File: config.mk
export PLATFORM = sky130hd
export DESIGN_NAME = joy_db15_tx
export DESIGN_NICKNAME = d
export VERILOG_FILES = /design/src/rtl/joy_db15_pkg.sv /design/src/rtl/joy_db15_tx_sync_edge.sv /design/src/rtl/joy_db15_tx.sv
export SDC_FILE = /design/constraint.sdc
export NUM_CORES = 1
export LEC_CHECK = 0
export ABC_CLOCK_PERIOD_IN_PS = 2710
export BUFFER_PORTS_ARGS = -buffer_cell sky130_fd_sc_hd__buf_4
export CAP_MARGIN = 40
export CELL_PAD_IN_SITES_DETAIL_PLACEMENT = 1
export CELL_PAD_IN_SITES_GLOBAL_PLACEMENT = 1
export CORE_MARGIN = 2
export CORE_UTILIZATION = 46
export CTS_CLUSTER_SIZE = 10
export DETAILED_ROUTE_END_ITERATION = 10
export MAX_ROUTING_LAYER = met4
export PLACE_DENSITY_LB_ADDON = 0.1
export SLEW_MARGIN = 20
export SYNTH_ARGS = -nofsm -noshare
export SYNTH_HDL_FRONTEND = slang
export SYNTH_SLANG_ARGS = --single-unit
File: constraint.sdc
create_clock -name clk -period 2.71 [get_ports clk]
set_input_delay 0 -clock clk [delete_from_list [all_inputs] [get_ports clk]]
set_output_delay 0 -clock clk [all_outputs]
set_load 0.03 [all_outputs]
File: src/rtl/joy_db15_pkg.sv
`timescale 1ns/1ps
// Shared definitions for the SNAC DB15 joystick link (adapter emulator and reader).
// Pad word bit order, MSB first on the wire: SL S F E D C B A U D L R.
package joy_db15_pkg;

    localparam int FRAME_BITS_DEF = 24;
    localparam int PAD_BITS       = 12;

    localparam int BTN_R  = 0;
    localparam int BTN_L  = 1;
    localparam int BTN_D  = 2;
    localparam int BTN_U  = 3;
    localparam int BTN_A  = 4;
    localparam int BTN_B  = 5;
    localparam int BTN_C  = 6;
    localparam int BTN_DD = 7;
    localparam int BTN_E  = 8;
    localparam int BTN_F  = 9;
    localparam int BTN_S  = 10;
    localparam int BTN_SL = 11;

    typedef enum logic [1:0] {
        IDLE,
        LOAD,
        SHIFT,
        DONE
    } state_t;

endpackage

File: src/rtl/joy_db15_tx_sync_edge.sv
`timescale 1ns/1ps
// Multi-stage synchroniser for an asynchronous strobe followed by one edge register.
// Reset value is 1 so a released (high) line produces no spurious edge after reset.
module joy_db15_tx_sync_edge #(
    parameter int SYNC_STAGES = 2
) (
    input  logic clk,
    input  logic rst_n,
    input  logic din,
    output logic level,
    output logic rise,
    output logic fall
);

    logic [SYNC_STAGES-1:0] sync_p0;
    logic                   edge_p1;

    always_ff @(posedge clk or negedge rst_n) begin
        if (!rst_n) begin
            sync_p0 <= '1;
            edge_p1 <= 1'b1;
        end else begin
            sync_p0 <= {sync_p0[SYNC_STAGES-2:0], din};
            edge_p1 <= sync_p0[SYNC_STAGES-1];
        end
    end

    assign level = sync_p0[SYNC_STAGES-1];
    assign rise  = level & ~edge_p1;
    assign fall  = ~level & edge_p1;

endmodule

File: src/rtl/joy_db15_tx.sv
`timescale 1ns/1ps
// Emulates the DB15 adapter's parallel-in/serial-out register: loads both pad words while
// JOY_LOAD is low and shifts one bit out per synchronised JOY_CLK rising edge.
module joy_db15_tx
    import joy_db15_pkg::*;
#(
    parameter int FRAME_BITS  = FRAME_BITS_DEF,
    parameter int SYNC_STAGES = 2,
    parameter bit ACTIVE_LOW  = 1'b1
) (
    input  logic        clk,
    input  logic        Reset_n,
    input  logic [11:0] joystick1,
    input  logic [11:0] joystick2,
    input  logic        JOY_CLK,
    input  logic        JOY_LOAD,
    output logic        JOY_DATA,
    output logic        frame_done,
    output logic [4:0]  bit_index
);

    localparam logic [4:0] LAST_IDX = 5'(FRAME_BITS - 1);

    logic clk_rise;
    logic load_level;
    logic load_lvl;
    logic clk_level_unused;
    logic clk_fall_unused;
    logic load_rise_unused;
    logic load_fall_unused;

    state_t                state;
    logic [FRAME_BITS-1:0] shift_reg;
    logic [FRAME_BITS-1:0] pad_word;
    logic [FRAME_BITS-1:0] wire_word;

    joy_db15_tx_sync_edge #(.SYNC_STAGES(SYNC_STAGES)) u_sync_clk (
        .clk   (clk),
        .rst_n (Reset_n),
        .din   (JOY_CLK),
        .level (clk_level_unused),
        .rise  (clk_rise),
        .fall  (clk_fall_unused)
    );

    joy_db15_tx_sync_edge #(.SYNC_STAGES(SYNC_STAGES)) u_sync_load (
        .clk   (clk),
        .rst_n (Reset_n),
        .din   (JOY_LOAD),
        .level (load_level),
        .rise  (load_rise_unused),
        .fall  (load_fall_unused)
    );

    assign load_lvl  = ~load_level;
    assign pad_word  = FRAME_BITS'({joystick1, joystick2});
    assign wire_word = ACTIVE_LOW ? ~pad_word : pad_word;

    // Load has priority over any shift in the same cycle, in every state.
    always_ff @(posedge clk or negedge Reset_n) begin
        if (!Reset_n) begin
            state      <= IDLE;
            shift_reg  <= '1;
            bit_index  <= '0;
            frame_done <= 1'b0;
            JOY_DATA   <= 1'b1;
        end else begin
            frame_done <= 1'b0;
            if (load_lvl) begin
                state     <= LOAD;
                shift_reg <= wire_word;
                bit_index <= '0;
            end else begin
                case (state)
                    IDLE: ;
                    LOAD: state <= SHIFT;
                    SHIFT: begin
                        if (clk_rise) begin
                            shift_reg <= {shift_reg[FRAME_BITS-2:0], 1'b1};
                            bit_index <= bit_index + 5'd1;
                            if (bit_index == LAST_IDX) begin
                                state      <= DONE;
                                frame_done <= 1'b1;
                            end
                        end
                    end
                    DONE: begin
                        if (clk_rise)
                            shift_reg <= {shift_reg[FRAME_BITS-2:0], 1'b1};
                    end
                    default: state <= IDLE;
                endcase
            end
            JOY_DATA <= (state == IDLE || state == DONE) ? 1'b1 : shift_reg[FRAME_BITS-1];
        end
    end

endmodule
# Word-level counts from Yosys, hierarchy flattened
# Index checks and enable logic that the tools add are counted.
[word_totals]
romBits = 0
latch_bits = 0
word_cells = 43
n_memories = 0
ram_bits = 0
input_bits = 28
ff_bits = 38
[classes]
eq_ne = 10
n_lt_le_gt_ge = 0
mul = 0
shift = 0
muxes = 15
bitwise = 3
n_reduce_logical = 6
div_mod_pow = 0
n_addsub = 1
[op_table]
columns = ["cell", "count"]
rows = [
  ["2-to-1 mux 24 bit", 3],
  ["inverter 24 bit", 1],
  ["2-to-1 mux 5 bit", 3],
  ["!= test 3 bit (second input constant)", 3],
  ["2-to-1 mux 2 bit", 3],
  ["!= test 2 bit (second input constant)", 3],
  ["adder 5 x 1 -> 5 bit (second input constant)", 1],
  ["equality test 5 bit (second input constant)", 1],
  ["2-to-1 mux 1 bit", 5],
  ["equality test 2 bit (second input constant)", 2],
  ["case mux 2 bit (2 select lines)", 1],
  ["AND reduction 2 bit", 2],
  ["AND reduction 3 bit", 1],
  ["equality test 2 x 1 -> 1 bit (second input constant)", 1],
  ["logical NOT 2 bit", 1],
  ["OR reduction 2 bit", 1],
  ["AND 1 bit", 1],
  ["logical OR 1 bit", 1],
  ["inverter 1 bit", 1],
]

# Longest topological paths before layout
[logic_depth]
depth_word = 5
ltp_mapped = 6
ltp_nobuf = 5

# Cells and area by module
# A second synthesis with hierarchy kept.
[hier_totals]
cells_unflattened = 153
area_unflattened_um2 = 1851.8
[by_module_without_submodules]
columns = ["module", "instances", "cells_each", "seq_area_each_um2", "area_each_um2"]
rows = [
  ["joy_db15_tx", 1, 143, 857.1, 1664.1],
  ["joy_db15_tx_sync_edge", 2, 5, 78.8, 93.8],
]

# Least setup slack after synthesis
# No wires, ideal clock.
[synth_path]
path_type = "register to register"
from = "register state[0]"
to = "register shift_reg[10]"
arrival_ps = 1420
period_less_slack_ps = 1503
stages_incl_launch_ff = 7
slack_ps = 1207
required_ps = 2628
n_path_buf = 1
setup_time_ps = 82
cell_sequence = "dfrtp_1 inv_1 ha_1 nor2_1 o21ai_4 buf_6 mux2_4"
[synth_between]
elab_chain_len = 4
[synth_lines]
columns = ["element", "line", "source"]
rows = [
  ["start: declaration", "joy_db15_tx.sv:32", "state_t state;"],
  ["start signal: assignment", "joy_db15_tx.sv:62", "state <= IDLE;"],
  ["start signal: assignment", "joy_db15_tx.sv:70", "state <= LOAD;"],
  ["start signal: assignment", "joy_db15_tx.sv:76", "LOAD: state <= SHIFT;"],
  ["equality test 2 bit", "joy_db15_tx.sv:74", "case (state)"],
  ["OR reduction 2 bit (no source line) (*)", "n/a", ""],
  ["!= test 2 bit (no source line) (*)", "n/a", ""],
  ["AND reduction 2 bit (no source line) (*)", "n/a", ""],
  ["end signal: assignment", "joy_db15_tx.sv:71", "shift_reg <= wire_word;"],
  ["end signal: assignment", "joy_db15_tx.sv:79", "shift_reg <= {shift_reg[FRAME_BITS-2:0], 1'b1};"],
  ["end signal: assignment", "joy_db15_tx.sv:89", "shift_reg <= {shift_reg[FRAME_BITS-2:0], 1'b1};"],
  ["end: declaration", "joy_db15_tx.sv:33", "logic [FRAME_BITS-1:0] shift_reg;"],
]
# Every way passes the cells marked *; elsewhere a longest branch is shown, timed or not.
# A chain may end at the register's enable or synchronous reset.

# Worst setup path after layout
[layout_path]
from = "register state[0]"
to = "register shift_reg[9]"
# Same word-level chain as after synthesis.

==> impl_metrics.py <==
metrics = {
    "outcome": {
        "outcome": "finished, final reports clean",
    },
    "timing": {
        "fmax_mhz": 492,
        "setup-tns-final_ps": 0,
        "tightestPinTransition_ps": 646,
        "timing.final.crit_period_ps": 2030,
        "report.final.slew_viol_count": 0,
        "relSlewSlack_pct": 56.8,
        "rsz0062_at_grt": "no",
        "fin_ws_ps": 676,
        "finalSetupViolations": 0,
        "period_share_pct": 75.1,
        "finClkSkew_ps": 4.70,
        "finalHoldViolCount": 0,
    },
    "critical_path": {
        "critPathKind": "reg -> reg",
        "worstPathRequired_ps": 2920,
        "crit_path_cell_trace": "inv_1 -> ha_1 -> nor2_1 -> o21ai_4 -> buf_4 -> mux2_4",
        "cp_slowest_stage_delay_ps": 520,
        "cp.arrival_ps": 2250,
        "endpoint_kind": "flip-flop",
        "startpoint_type": "flip-flop",
        "critPathSlowestCell": "o21ai_4",
        "path_max_fanout": 16,
        "reg2reg_slack_ps": 680,
    },
    "detailed_routing": {
        "drc": 0,
        "drt_pass1_iterations": 4,
        "top_layer_used": "met4",
        "vias": 1246,
        "drt_iter0_markers": 47,
        "wl_met1_um": 1630,
        "wl_um": 3630,
        "drt.antenna.violating_nets": 0,
        "wl_met2_um": 1780,
        "wl_met3_um": 172,
        "wire_per_inst_um": 15.1,
        "vias_per_cell": 5.19,
    },
    "placed_design": {
        "globalplace.congestion": 0.711,
        "port-buffer-count": 34,
        "dp_slack_ps": 674,
        "dp_hpwl_um": 2530,
    },
    "cells_and_area": {
        "largest_register_ffs": 24,
        "final_nets": 222,
        "drive_above_1_share_pct": 51.6,
        "diodes": 0,
        "final_util_pct": 60.4,
        "layout_commonest_cell": "buf_4",
        "areaGrowthSynthToFinish_pct": 23.9,
        "layout_common_cells": "buf_4 (37), dfstp_2 (30), o21ai_0 (25)",
    },
    "clocking": {
        "root_buffer": "clkbuf_8",
        "clk-insertion-delay-late_ps": 280,
        "post_cts_buffers": 0,
        "cts_tree": "yes",
        "clk_path_buf_depth": 2,
        "cts.sink_count": 38,
        "cts-htree-levels": 2,
        "cts_made_buffers": 5,
        "cts.clk_slew.worst_paths_ps": 70,
    },
    "logic_synthesis": {
        "synth_ff_type": "dfstp_2",
        "syn_avg_cell_area_sq_um": 12.2,
        "synth_cell_types": 30,
        "synth-edff-count": 0,
        "synthArstFlopShare_pct": 100,
        "yosysWarnings": 0,
        "synth-seq-cells": 38,
        "seq_area_frac_synth_pct": 54.6,
        "syn_inst": 149,
        "syn-cell-area_sq_um": 1810,
        "synth.net_count": 180,
    },
    "pwr": {
        "finalPower_w": 0.00167,
        "p_leak_nw": 1.03,
        "powerDensity_nw_per_um2": 743,
        "ir_drop_mv": 0.372,
    },
    "die": {
        "die_area_sq_um": 4450,
        "start_util_pct": 48.7,
        "core_area_sq_um": 3720,
        "die_h_um": 66.7,
        "die_w_um": 66.7,
        "io_pins": 35,
        "std_cell_rows": 22,
    },
    "flow_run": {
        "drv_cap": 0,
    },
    "global_routing": {
        "grt_max_degree": 39,
        "grt-ovfl-total": 0,
        "grt_pass1_vias": 1335,
        "antenna_found_initial": 0,
        "grt_use_total_pct": 19.3,
        "grt_pass1_wl_um": 6110,
    },
    "worst_hold_path": {
        "min_path_type": "in -> reg",
    },
}
## layout make-up
class                      instances  area (sq um)
timing repair buffer              42           328
clock inverter                     1          5.00
multi-input combinational         99           757
inverter                           5          18.8
fill                             393          1470
sequential                        38           988
tap                               48          60.1
clock buffer                       7          86.3
## where the power goes
| part | internal, W | switching, W | leakage [nW] | total, W |
|---|---|---|---|---|
| Combinational | 0.000241 | 0.000184 | 0.556 | 0.000426 |
| Clock | 0.000205 | 0.000184 | 0.0482 | 0.000389 |
| Sequential | 0.000772 | 0.0000799 | 0.422 | 0.000852 |
## cell families after synthesis
kind of cell / synth area share, %
DFF: 54.6
and+or+nand+nor: 9.61
adders and majority gates: 2.07
buffers and inverters: 3.59
muxes: 19.1
xor gates and xnor gates: 0.968
AOI/OAI and AO/OA: 10.1
## Yosys cell counts (all sizes together) (2+ instances only)
cell type | count | area, sq um
dfstp | 30 | 788
o21ai | 26 | 141
mux2 | 22 | 315
nand2 | 21 | 78.8
dfrtp | 8 | 200
buf | 5 | 37.5
inv | 4 | 15.0
nor2 | 4 | 15.0
ha | 3 | 37.5
mux2i | 3 | 30.0
nand3 | 3 | 15.0
a21oi | 2 | 10.0
clkbuf | 2 | 8.75
nand2b | 2 | 12.5
or3 | 2 | 12.5
xor2 | 2 | 17.5
## critical path, delay by kind of cell (launching register included)
family / cells / cell delay [ps]
buffers and inverters: 2 / 350
AO/OA/AOI/OAI: 1 / 520
flip-flops: 1 / 400
multiplexers: 1 / 310
AND/OR/NAND/NOR: 1 / 110
adder cells (fa/ha/maj): 1 / 260
## path summary, 6_finish.rpt
kind,start,endpoint,depth (start not counted)
max,state[0]$_DFFE_PN0P_,shift_reg[9]$_DFFE_PN1P_,6
min,joystick1[0],shift_reg[12]$_DFFE_PN1P_,3
max reg2reg,state[0]$_DFFE_PN0P_,shift_reg[9]$_DFFE_PN1P_,6
min reg2reg,u_sync_load.sync_p0[0]$_DFF_PN1_,u_sync_load.sync_p0[1]$_DFF_PN1_,0
max in group asynchronous,Reset_n,shift_reg[9]$_DFFE_PN1P_,2
min in group asynchronous,Reset_n,frame_done$_DFF_PN0_,2
## per-layer routing
layer	track usage, %	vias up
met3	5.07	7
li1	-	595
met2	30.8	26
met4	7.14	0
met5	-	-
met1	23.7	618
## through the flow
stage / area, sq um / std cells / hold slack, ps
4_1_cts: 2240 / 240 / 92.2
3_5_place_dp: 2100 / 227 / -15.2
3_3_place_gp: 2100 / 227 / -19.0
2_1_floorplan: 1810 / 149 / -296
5_1_grt: 2240 / 240 / 104
6_report: 2240 / 240 / 107
## repair_timing
action,4_1_cts,5_1_grt
hold buffers,5,0
hold endpoints to repair,13,0
resized for setup,0,0
Power figures use the tool's default switching activity.
